===== src/rtl/accum_alu_core_if.sv =====
// ---------------------------------------------------------------------------
// accum_alu_core_if
//
// Purpose:
//   Bundles the request side, the result side and the status flags of the
//   accumulate/ALU core so that producer, core and consumer can be wired
//   with a single connection. Clock and reset are kept outside the bundle.
//
// Signal summary (direction as seen from the core, i.e. the slave modport):
//   ena         in   gates acceptance of new requests
//   in_valid    in   request present
//   in_ready    out  core can take a request this cycle
//   in_a        in   operand A                     [WIDTH]
//   in_b        in   operand B (ADD/SUB only)      [WIDTH]
//   in_ch       in   target channel                [CHW]
//   in_op       in   00 ADD, 01 SUB, 10 ACC, 11 CLR
//   in_sat      in   1 = saturate, 0 = wrap
//   out_valid   out  result register holds a result
//   out_ready   in   downstream takes the result
//   out_data    out  result                        [WIDTH]
//   out_ch      out  channel of the result         [CHW]
//   out_ovf     out  overflow/underflow for this result
//   ovf_sticky  out  per-channel sticky overflow   [CHANNELS]
// ---------------------------------------------------------------------------
interface accum_alu_core_if #(
    parameter int WIDTH    = 8,
    parameter int CHANNELS = 4
);
    localparam int CHW = $clog2(CHANNELS);

    logic                ena;
    logic                in_valid;
    logic                in_ready;
    logic [WIDTH-1:0]    in_a;
    logic [WIDTH-1:0]    in_b;
    logic [CHW-1:0]      in_ch;
    logic [1:0]          in_op;
    logic                in_sat;
    logic                out_valid;
    logic                out_ready;
    logic [WIDTH-1:0]    out_data;
    logic [CHW-1:0]      out_ch;
    logic                out_ovf;
    logic [CHANNELS-1:0] ovf_sticky;

    // Producer/consumer side: drives requests and the result-side ready.
    modport master (
        output ena,
        output in_valid,
        output in_a,
        output in_b,
        output in_ch,
        output in_op,
        output in_sat,
        output out_ready,
        input  in_ready,
        input  out_valid,
        input  out_data,
        input  out_ch,
        input  out_ovf,
        input  ovf_sticky
    );

    // Core side.
    modport slave (
        input  ena,
        input  in_valid,
        input  in_a,
        input  in_b,
        input  in_ch,
        input  in_op,
        input  in_sat,
        input  out_ready,
        output in_ready,
        output out_valid,
        output out_data,
        output out_ch,
        output out_ovf,
        output ovf_sticky
    );
endinterface


===== src/rtl/accum_alu_core.sv =====
// ---------------------------------------------------------------------------
// accum_alu_core
//
// Purpose:
//   Registered multi-channel add / subtract / accumulate engine. Each
//   accepted request produces one result one cycle later in an output
//   register guarded by a valid/ready handshake. Every accepted request also
//   writes its final result into the accumulator of its channel, so ACC
//   always builds on the most recent result of that channel. Unsigned
//   overflow (carry) or underflow (borrow) is reported per result and
//   latched per channel in a sticky flag; optional saturation clamps the
//   result to all-ones (ADD/ACC) or zero (SUB).
//
// Ports:
//   clk    in   rising-edge clock
//   rst_n  in   asynchronous active-low reset
//   bus    --   accum_alu_core_if.slave (request, result and status signals)
//
// Parameters:
//   WIDTH     operand/result width (>= 2)
//   CHANNELS  number of accumulators (power of two, >= 2)
// ---------------------------------------------------------------------------
module accum_alu_core #(
    parameter int WIDTH    = 8,
    parameter int CHANNELS = 4
) (
    input  logic                  clk,
    input  logic                  rst_n,
    accum_alu_core_if.slave       bus
);
    localparam int CHW = $clog2(CHANNELS);

    typedef enum logic [1:0] {
        OP_ADD = 2'b00,
        OP_SUB = 2'b01,
        OP_ACC = 2'b10,
        OP_CLR = 2'b11
    } op_e;

    // State
    logic [WIDTH-1:0]    r_acc [CHANNELS];
    logic [WIDTH-1:0]    r_outData;
    logic [CHW-1:0]      r_outCh;
    logic                r_outOvf;
    logic                r_outValid;
    logic [CHANNELS-1:0] r_ovfSticky;

    // Datapath
    op_e                 w_op;
    logic                w_inReady;
    logic                w_accept;
    logic [WIDTH-1:0]    w_accSel;
    logic [WIDTH-1:0]    w_addend;
    logic [WIDTH:0]      w_sum;
    logic [WIDTH:0]      w_diff;
    logic [WIDTH-1:0]    w_result;
    logic                w_ovf;

    // A new request can be taken whenever the result register is free or is
    // being emptied on this very edge; ena only gates the request side so a
    // pending result still drains while ena is low.
    assign w_inReady = bus.ena && (!r_outValid || bus.out_ready);
    assign w_accept  = bus.in_valid && w_inReady;

    assign w_op = op_e'(bus.in_op);

    // The accumulator is read before this edge's update, so back-to-back ACC
    // on one channel naturally sees the value written on the previous edge.
    assign w_accSel = r_acc[bus.in_ch];

    // ADD and ACC share one adder; only the second operand differs.
    assign w_addend = (w_op == OP_ACC) ? w_accSel : bus.in_b;

    // One extra bit holds the carry (sum) or the borrow (difference): for
    // a < b the WIDTH+1-bit wrap-around difference always has its top bit set.
    assign w_sum  = {1'b0, bus.in_a} + {1'b0, w_addend};
    assign w_diff = {1'b0, bus.in_a} - {1'b0, bus.in_b};

    // Final result selection including saturation.
    always_comb begin
        w_result = '0;
        w_ovf    = 1'b0;
        case (w_op)
            OP_ADD, OP_ACC: begin
                w_ovf    = w_sum[WIDTH];
                w_result = (w_ovf && bus.in_sat) ? {WIDTH{1'b1}} : w_sum[WIDTH-1:0];
            end
            OP_SUB: begin
                w_ovf    = w_diff[WIDTH];
                w_result = (w_ovf && bus.in_sat) ? {WIDTH{1'b0}} : w_diff[WIDTH-1:0];
            end
            default: begin
                w_ovf    = 1'b0;
                w_result = '0;
            end
        endcase
    end

    // Per-channel accumulators: only the addressed channel is written, and
    // only on an accepted request.
    always_ff @(posedge clk or negedge rst_n) begin
        if (!rst_n) begin
            for (int i = 0; i < CHANNELS; i++) begin
                r_acc[i] <= '0;
            end
        end else if (w_accept) begin
            r_acc[bus.in_ch] <= w_result;
        end
    end

    // Result register: a new accept always wins (it also covers the case
    // where the old result is consumed on the same edge); otherwise the
    // register empties when the consumer takes it and is held otherwise.
    always_ff @(posedge clk or negedge rst_n) begin
        if (!rst_n) begin
            r_outValid <= 1'b0;
            r_outData  <= '0;
            r_outCh    <= '0;
            r_outOvf   <= 1'b0;
        end else if (w_accept) begin
            r_outValid <= 1'b1;
            r_outData  <= w_result;
            r_outCh    <= bus.in_ch;
            r_outOvf   <= w_ovf;
        end else if (bus.out_ready) begin
            r_outValid <= 1'b0;
        end
    end

    // Sticky overflow flags: set by any overflowing result on the channel,
    // cleared only by a CLR on that channel.
    always_ff @(posedge clk or negedge rst_n) begin
        if (!rst_n) begin
            r_ovfSticky <= '0;
        end else if (w_accept) begin
            if (w_op == OP_CLR) begin
                r_ovfSticky[bus.in_ch] <= 1'b0;
            end else if (w_ovf) begin
                r_ovfSticky[bus.in_ch] <= 1'b1;
            end
        end
    end

    assign bus.in_ready   = w_inReady;
    assign bus.out_valid  = r_outValid;
    assign bus.out_data   = r_outData;
    assign bus.out_ch     = r_outCh;
    assign bus.out_ovf    = r_outOvf;
    assign bus.ovf_sticky = r_ovfSticky;

endmodule


===== src/flat_wrapper.sv =====
// flat-port wrapper written by rule: the top's interface ports become plain ports
module accum_alu_core_flat 
#(
    parameter int WIDTH    = 8,
    parameter int CHANNELS = 4
)
  (clk, rst_n, bus_ena, bus_in_valid, bus_in_a, bus_in_b, bus_in_ch, bus_in_op, bus_in_sat, bus_out_ready, bus_in_ready, bus_out_valid, bus_out_data, bus_out_ch, bus_out_ovf, bus_ovf_sticky);
  accum_alu_core_if #(.WIDTH(WIDTH), .CHANNELS(CHANNELS)) bus_i ();
  input  logic clk;
  input  logic rst_n;
  input wire logic [$bits(bus_i.ena)-1:0] bus_ena;
  input wire logic [$bits(bus_i.in_valid)-1:0] bus_in_valid;
  input wire logic [$bits(bus_i.in_a)-1:0] bus_in_a;
  input wire logic [$bits(bus_i.in_b)-1:0] bus_in_b;
  input wire logic [$bits(bus_i.in_ch)-1:0] bus_in_ch;
  input wire logic [$bits(bus_i.in_op)-1:0] bus_in_op;
  input wire logic [$bits(bus_i.in_sat)-1:0] bus_in_sat;
  input wire logic [$bits(bus_i.out_ready)-1:0] bus_out_ready;
  output wire logic [$bits(bus_i.in_ready)-1:0] bus_in_ready;
  output wire logic [$bits(bus_i.out_valid)-1:0] bus_out_valid;
  output wire logic [$bits(bus_i.out_data)-1:0] bus_out_data;
  output wire logic [$bits(bus_i.out_ch)-1:0] bus_out_ch;
  output wire logic [$bits(bus_i.out_ovf)-1:0] bus_out_ovf;
  output wire logic [$bits(bus_i.ovf_sticky)-1:0] bus_ovf_sticky;
  assign bus_i.ena = bus_ena;
  assign bus_i.in_valid = bus_in_valid;
  assign bus_i.in_a = bus_in_a;
  assign bus_i.in_b = bus_in_b;
  assign bus_i.in_ch = bus_in_ch;
  assign bus_i.in_op = bus_in_op;
  assign bus_i.in_sat = bus_in_sat;
  assign bus_i.out_ready = bus_out_ready;
  assign bus_in_ready = bus_i.in_ready;
  assign bus_out_valid = bus_i.out_valid;
  assign bus_out_data = bus_i.out_data;
  assign bus_out_ch = bus_i.out_ch;
  assign bus_out_ovf = bus_i.out_ovf;
  assign bus_ovf_sticky = bus_i.ovf_sticky;
  accum_alu_core #(.WIDTH(WIDTH), .CHANNELS(CHANNELS)) u_core (.clk(clk), .rst_n(rst_n), .bus(bus_i));
endmodule

===== config.mk =====
export PLATFORM = sky130hd
export DESIGN_NAME = accum_alu_core_flat
export DESIGN_NICKNAME = d
export VERILOG_FILES = /design/src/rtl/accum_alu_core_if.sv /design/src/rtl/accum_alu_core.sv /design/src/flat_wrapper.sv
export SDC_FILE = /design/constraint.sdc
export NUM_CORES = 1
export LEC_CHECK = 0
export ABC_AREA = 1
export CORE_MARGIN = 3
export CORE_UTILIZATION = 50
export CTS_BUF_LIST = sky130_fd_sc_hd__clkbuf_16
export DETAILED_ROUTE_END_ITERATION = 16
export PLACE_DENSITY = 0.72
export REMOVE_ABC_BUFFERS = 1
export SYNTH_ARGS = -nofsm -noshare
export SYNTH_HDL_FRONTEND = slang
export SYNTH_SLANG_ARGS = --single-unit

===== constraint.sdc =====
create_clock -name clk -period 6.25 [get_ports clk]
set_clock_uncertainty 0.2 [all_clocks]
set_input_delay 1.875 -clock clk [delete_from_list [all_inputs] [get_ports clk]]
set_output_delay 1.875 -clock clk [all_outputs]
set_load 0.005 [all_outputs]

# [Word-level counts from Yosys, hierarchy flattened]
# Index checks and enable logic that the tools add are counted.
[word_totals] register_bits=48 inputBits=26 elab_cells=52
[op_classes] add_sub_neg=2 order_cmp=4 eq_ne=3 muxes=17 bitwise=4 reduce_logical=13
[ops] cell="$mux W8" count=6
[ops] cell="$bwmux W32" count=1
[ops] cell="$bmux W8 S2" count=1
[ops] cell="$demux W8 S2" count=1
[ops] cell="$pmux W8 S2" count=1
[ops] cell="$add A8 B8 Y9" count=1
[ops] cell="$sub A8 B8 Y9" count=1
[ops] cell="$mux W4" count=2
[ops] cell="$logic_and A1 B1 Y1" count=6
[ops] cell="$and A4 B4 Y4" count=1
[ops] cell="$eq A2 B2 Y1 const B" count=2
[ops] cell="$not A4 Y4" count=1
[ops] cell="$or A4 B4 Y4" count=1
[ops] cell="$reduce_bool A2 Y1" count=2
[ops] cell="$ge A3 B3 Y1 const B" count=1
[ops] cell="$lt A2 B3 Y1 const B" count=1
[ops] cell="$lt A3 B1 Y1 const B" count=1
[ops] cell="$mux W1" count=3
[ops] cell="$not A2 Y3" count=1
[ops] cell="$demux W1 S2" count=1
[ops] cell="$eq A2 B1 Y1 const B" count=1
[ops] cell="$ge A2 B1 Y1 const B" count=1
[ops] cell="$logic_not A2 Y1" count=1
[ops] cell="$pmux W1 S2" count=1
[ops] cell="other kinds (4)" count=4

# [Longest topological paths before layout]
[depth] depth_word=10 ltp_mapped=19 depth_no_buf=18

# [Least setup slack after synthesis]
# No wires, ideal clock.
[synth_path] kind="in2out" startpoint="in bus_out_ready" endpoint="out bus_in_ready" t_arrival_ns=2.102 required_time_ns=4.175 slack_ns=2.073 cell_stages=3 path_buffers=0 path_cell_list="inv_1 nand2_1 and2_4"
[synth_between] elab_chain_len=2
[synth_lines] element="start, declared" line="flat_wrapper.sv:18" text="input wire logic [$bits(bus_i.out_ready)-1:0] bus_out_ready;"
[synth_lines] element="$logic_or A1 B1 Y1" line="accum_alu_core.sv:62" text="assign w_inReady = bus.ena && (!r_outValid || bus.out_ready);"
[synth_lines] element="$logic_and A1 B1 Y1" line="accum_alu_core.sv:62"
[synth_lines] element="end, declared" line="flat_wrapper.sv:19" text="output wire logic [$bits(bus_i.in_ready)-1:0] bus_in_ready;"
# No other way between the ends.

# [Worst setup path in the final report]
# Ends and elaborated chain as after synthesis.

==> results.yml <==
power_and_ir_drop:
  sw_frac_of_total_pct: 32.1
  powerDensity_mw_per_mm2: 257
  p_leak_nw: 2.10
  combPwrFrac_pct: 31.9
  p_sw_mw: 0.316
  clockPowerShare_pct: 25.5
  p_seq_share_pct: 42.7
  p_int_mw: 0.669
  ir_worst_vdd_uv: 162
  total_power_mw: 0.985
clock_tree:
  cts_root_buf: "clkbuf_16"
  cts_made_buffers: 5
  cts_hold_buf: 0
  clock_path_buffers: 2
  cts_tree: "yes"
  clk_pin_slew_ns: 0.06
  cts-resized-gates: 0
  h-tree-depth: 2
  post_cts_buffers: 0
  cts.sinks: 48
  insertion_delay_ns: 0.29
yosys:
  ys_seq_area_share_pct: 37.5
  avgSynthCellArea_um2: 7.02
  synth.distinct_cells: 34
  yosysWarnings: 0
  synthXorXnorAreaFrac_pct: 1.37
  synthSimpleGateAreaFrac_pct: 41.7
  synth_edf_count: 0
  synth-adder-area-share_pct: 7.50
  synth_compound_gate_area_share_pct: 4.88
  synthesis.area_mm2: 0.00320
  synth_top_family_by_area: "simple AND/OR/NAND/NOR gates"
  async_flop_share_pct: 100
  synth-main-ff-cell: "dfrtp_1"
  ys_seq_elements: 48
  synthCells: 456
  synthMuxAreaShare_pct: 0
place:
  placed_cell_area_mm2: 0.00370
  numPortBuffers: 42
  dp.cells: 570
  hpwl_mm: 5.82
  gp_congestion: 0.929
  dp_slack_ns: 1.08
worst_setup_path:
  cp.required_ns: 4.18
  worstSetupPathType: "input port to primary output"
  cp_max_fo: 2
  reg2reg_slack_ns: 3.61
  worstSetupEndpointType: "primary output"
  worst_ep_arrival_time_ns: 3.08
  crit_path_start_kind: "input port"
finish:
  synthToLayoutAreaGrowth_pct: 19.8
  antenna_cells: 0
  layout.nets: 546
  final_cells: 578
  fin_util_pct: 63.3
  n_fill_cell: 565
  drive_above_1_share_pct: 8.75
  fin_area_mm2: 0.00384
global_route:
  antenna_found_initial: 0
  grt_max_degree: 49
  grt_overflow: 0
  grt_pass1_vias: 2754
  grt_pass1_wl_mm: 12.5
  grt_util_all_layers_pct: 21.0
detailed_routing:
  ant_nets: 0
  drc_errors: 0
  vias: 2880
  first_iter_violations: 162
  routedWlPerCell_um: 12.6
  drt-pass1-iter-count: 4
  viasPerCell: 4.98
  wl_mm: 7.29
timing:
  maxSlewHeadroom_pct: 31.5
  worst_pin_slew_ns: 1.03
  slew_viol_final: 0
  hold_viol: 0
  worst_slack_ns: 1.09
  setup_violations: 0
  period_share_pct: 82.5
  fin_crit_ns: 5.16
  clock.fmax_ghz: 0.194
  holdWs_ns: 0.264
  setup_tns_ns: 0
  rsz0062_at_grt: "no"
floorplan:
  fp.dieH_um: 86.0
  core_mm2: 0.00606
  initial_core_util_pct: 52.8
  dieArea_mm2: 0.00740
  io_pins: 43
  die_w_um: 86.0
  rows: 28
run_status:
  status: "finished clean"
worst_hold_path:
  hold_path_class: "flip-flop to flip-flop"
job:
  maxCapViolCount: 0
## cell families after synthesis
| logic type | Yosys count |
|---|---|
| AOI/OAI and AO/OA | 22 |
| xor gates and xnor gates | 5 |
| adders and majority gates | 18 |
| buffers and inverters | 57 |
| DFF | 48 |
| and+or+nand+nor | 306 |
## final cells by class
type	count	area (um^2)	share of cell area, %
multi-input cells	351	1780	46.3
inverters	52	200	5.22
flip-flops and latches	48	1200	31.3
well taps	75	93.8	2.45
clock buffers	5	125	3.26
repair buffers	44	430	11.2
clock inverters	3	11.3	0.293
## cell usage after synthesis, types with 4 or more instances
cell type | n | share of area, %
a21oi_1 | 4 | 0.63
dfrtp_1 | 48 | 37
ha_1 | 16 | 6.2
inv_1 | 45 | 5.3
inv_2 | 4 | 0.47
nand2_1 | 238 | 28
nand2_2 | 12 | 2.3
nand3_1 | 17 | 2.7
nand3b_1 | 4 | 0.94
nand4_1 | 8 | 1.6
nor2_1 | 12 | 1.4
o21ai_0 | 6 | 0.94
## power by group through the flow
stage,combinational [mW],clock [mW],sequential (mW)
3_3_place_gp,0.308,0,0.424
2_1_floorplan,0.193,0,0.421
3_5_place_dp,0.315,0,0.426
6_report,0.314,0.251,0.421
5_1_grt,0.354,0.270,0.432
4_1_cts,0.317,0.256,0.421
## state kept, by name (all words and copies together) (netlist names), named ones only
register and flops:
u_core.bus.out_valid 1, u_core.bus.out_data 8, u_core.bus.out_ch 2, u_core.r_acc 32, u_core.bus.out_ovf 1
## layer usage
layer  GRT usage [%]  vias to the layer above  part of all wire [%]
li1                -                     1495                     -
met1            28.5                     1313                    46
met2            34.1                       58                    47
met3            3.27                       14                   5.6
met4            6.91                        0                   1.7
met5               0                        -                     0
## layout by cell type (no fill, tap or decap)
| cell type | instances |
|---|---|
| ha_1 | 16 |
| nand2_2 | 12 |
| o21ai_4 | 2 |
| inv_2 | 4 |
| nor2_4 | 2 |
| inv_4 | 2 |
| a22oi_1 | 3 |
| clkbuf_16 | 5 |
| fa_1 | 2 |
| nand4_1 | 8 |
| a41oi_1 | 1 |
| dfrtp_1 | 48 |
| a31oi_1 | 1 |
| and2_4 | 1 |
| o21ai_1 | 2 |
| nand2_1 | 238 |
| a21oi_1 | 4 |
| nor2_8 | 2 |
| clkdlybuf4s50_1 | 41 |
| nand3b_1 | 4 |
| buf_2 | 1 |
| buf_4 | 2 |
| nor2_2 | 3 |
| o21ai_2 | 2 |
| clkinv_1 | 2 |
| nand3_1 | 17 |
| or2_1 | 2 |
| xor2_1 | 2 |
| nand2_4 | 3 |
| nand3_2 | 2 |
| a21oi_2 | 1 |
| o21ai_0 | 6 |
| inv_1 | 47 |
| nor2_1 | 12 |
| xnor2_1 | 3 |
## worst paths after layout
kind / startpoint / end / cells after the start
hold / removal: flip-flop / flip-flop / 2
setup reg to reg: u_core.r_acc[24]$_DFFE_PN0P_ / u_core.bus.out_data[7]$_DFFE_PN0P_ / 14
max in group asynchronous: rst_n / u_core.bus.out_valid$_DFFE_PN0P_ / 1
setup / recovery: bus_out_ready / bus_in_ready / 5
min in group asynchronous: rst_n / async pin / 1
hold reg to reg: flip-flop / flip-flop / 2
## worst max-delay path, cell delays in order
cell	delay, ns
clkdlybuf4s50_1	0.45
inv_1	0.04
nand2_1	0.07
and2_4	0.16
clkdlybuf4s50_1	0.49
No activity file was read; power rests on OpenSTA's default activity.
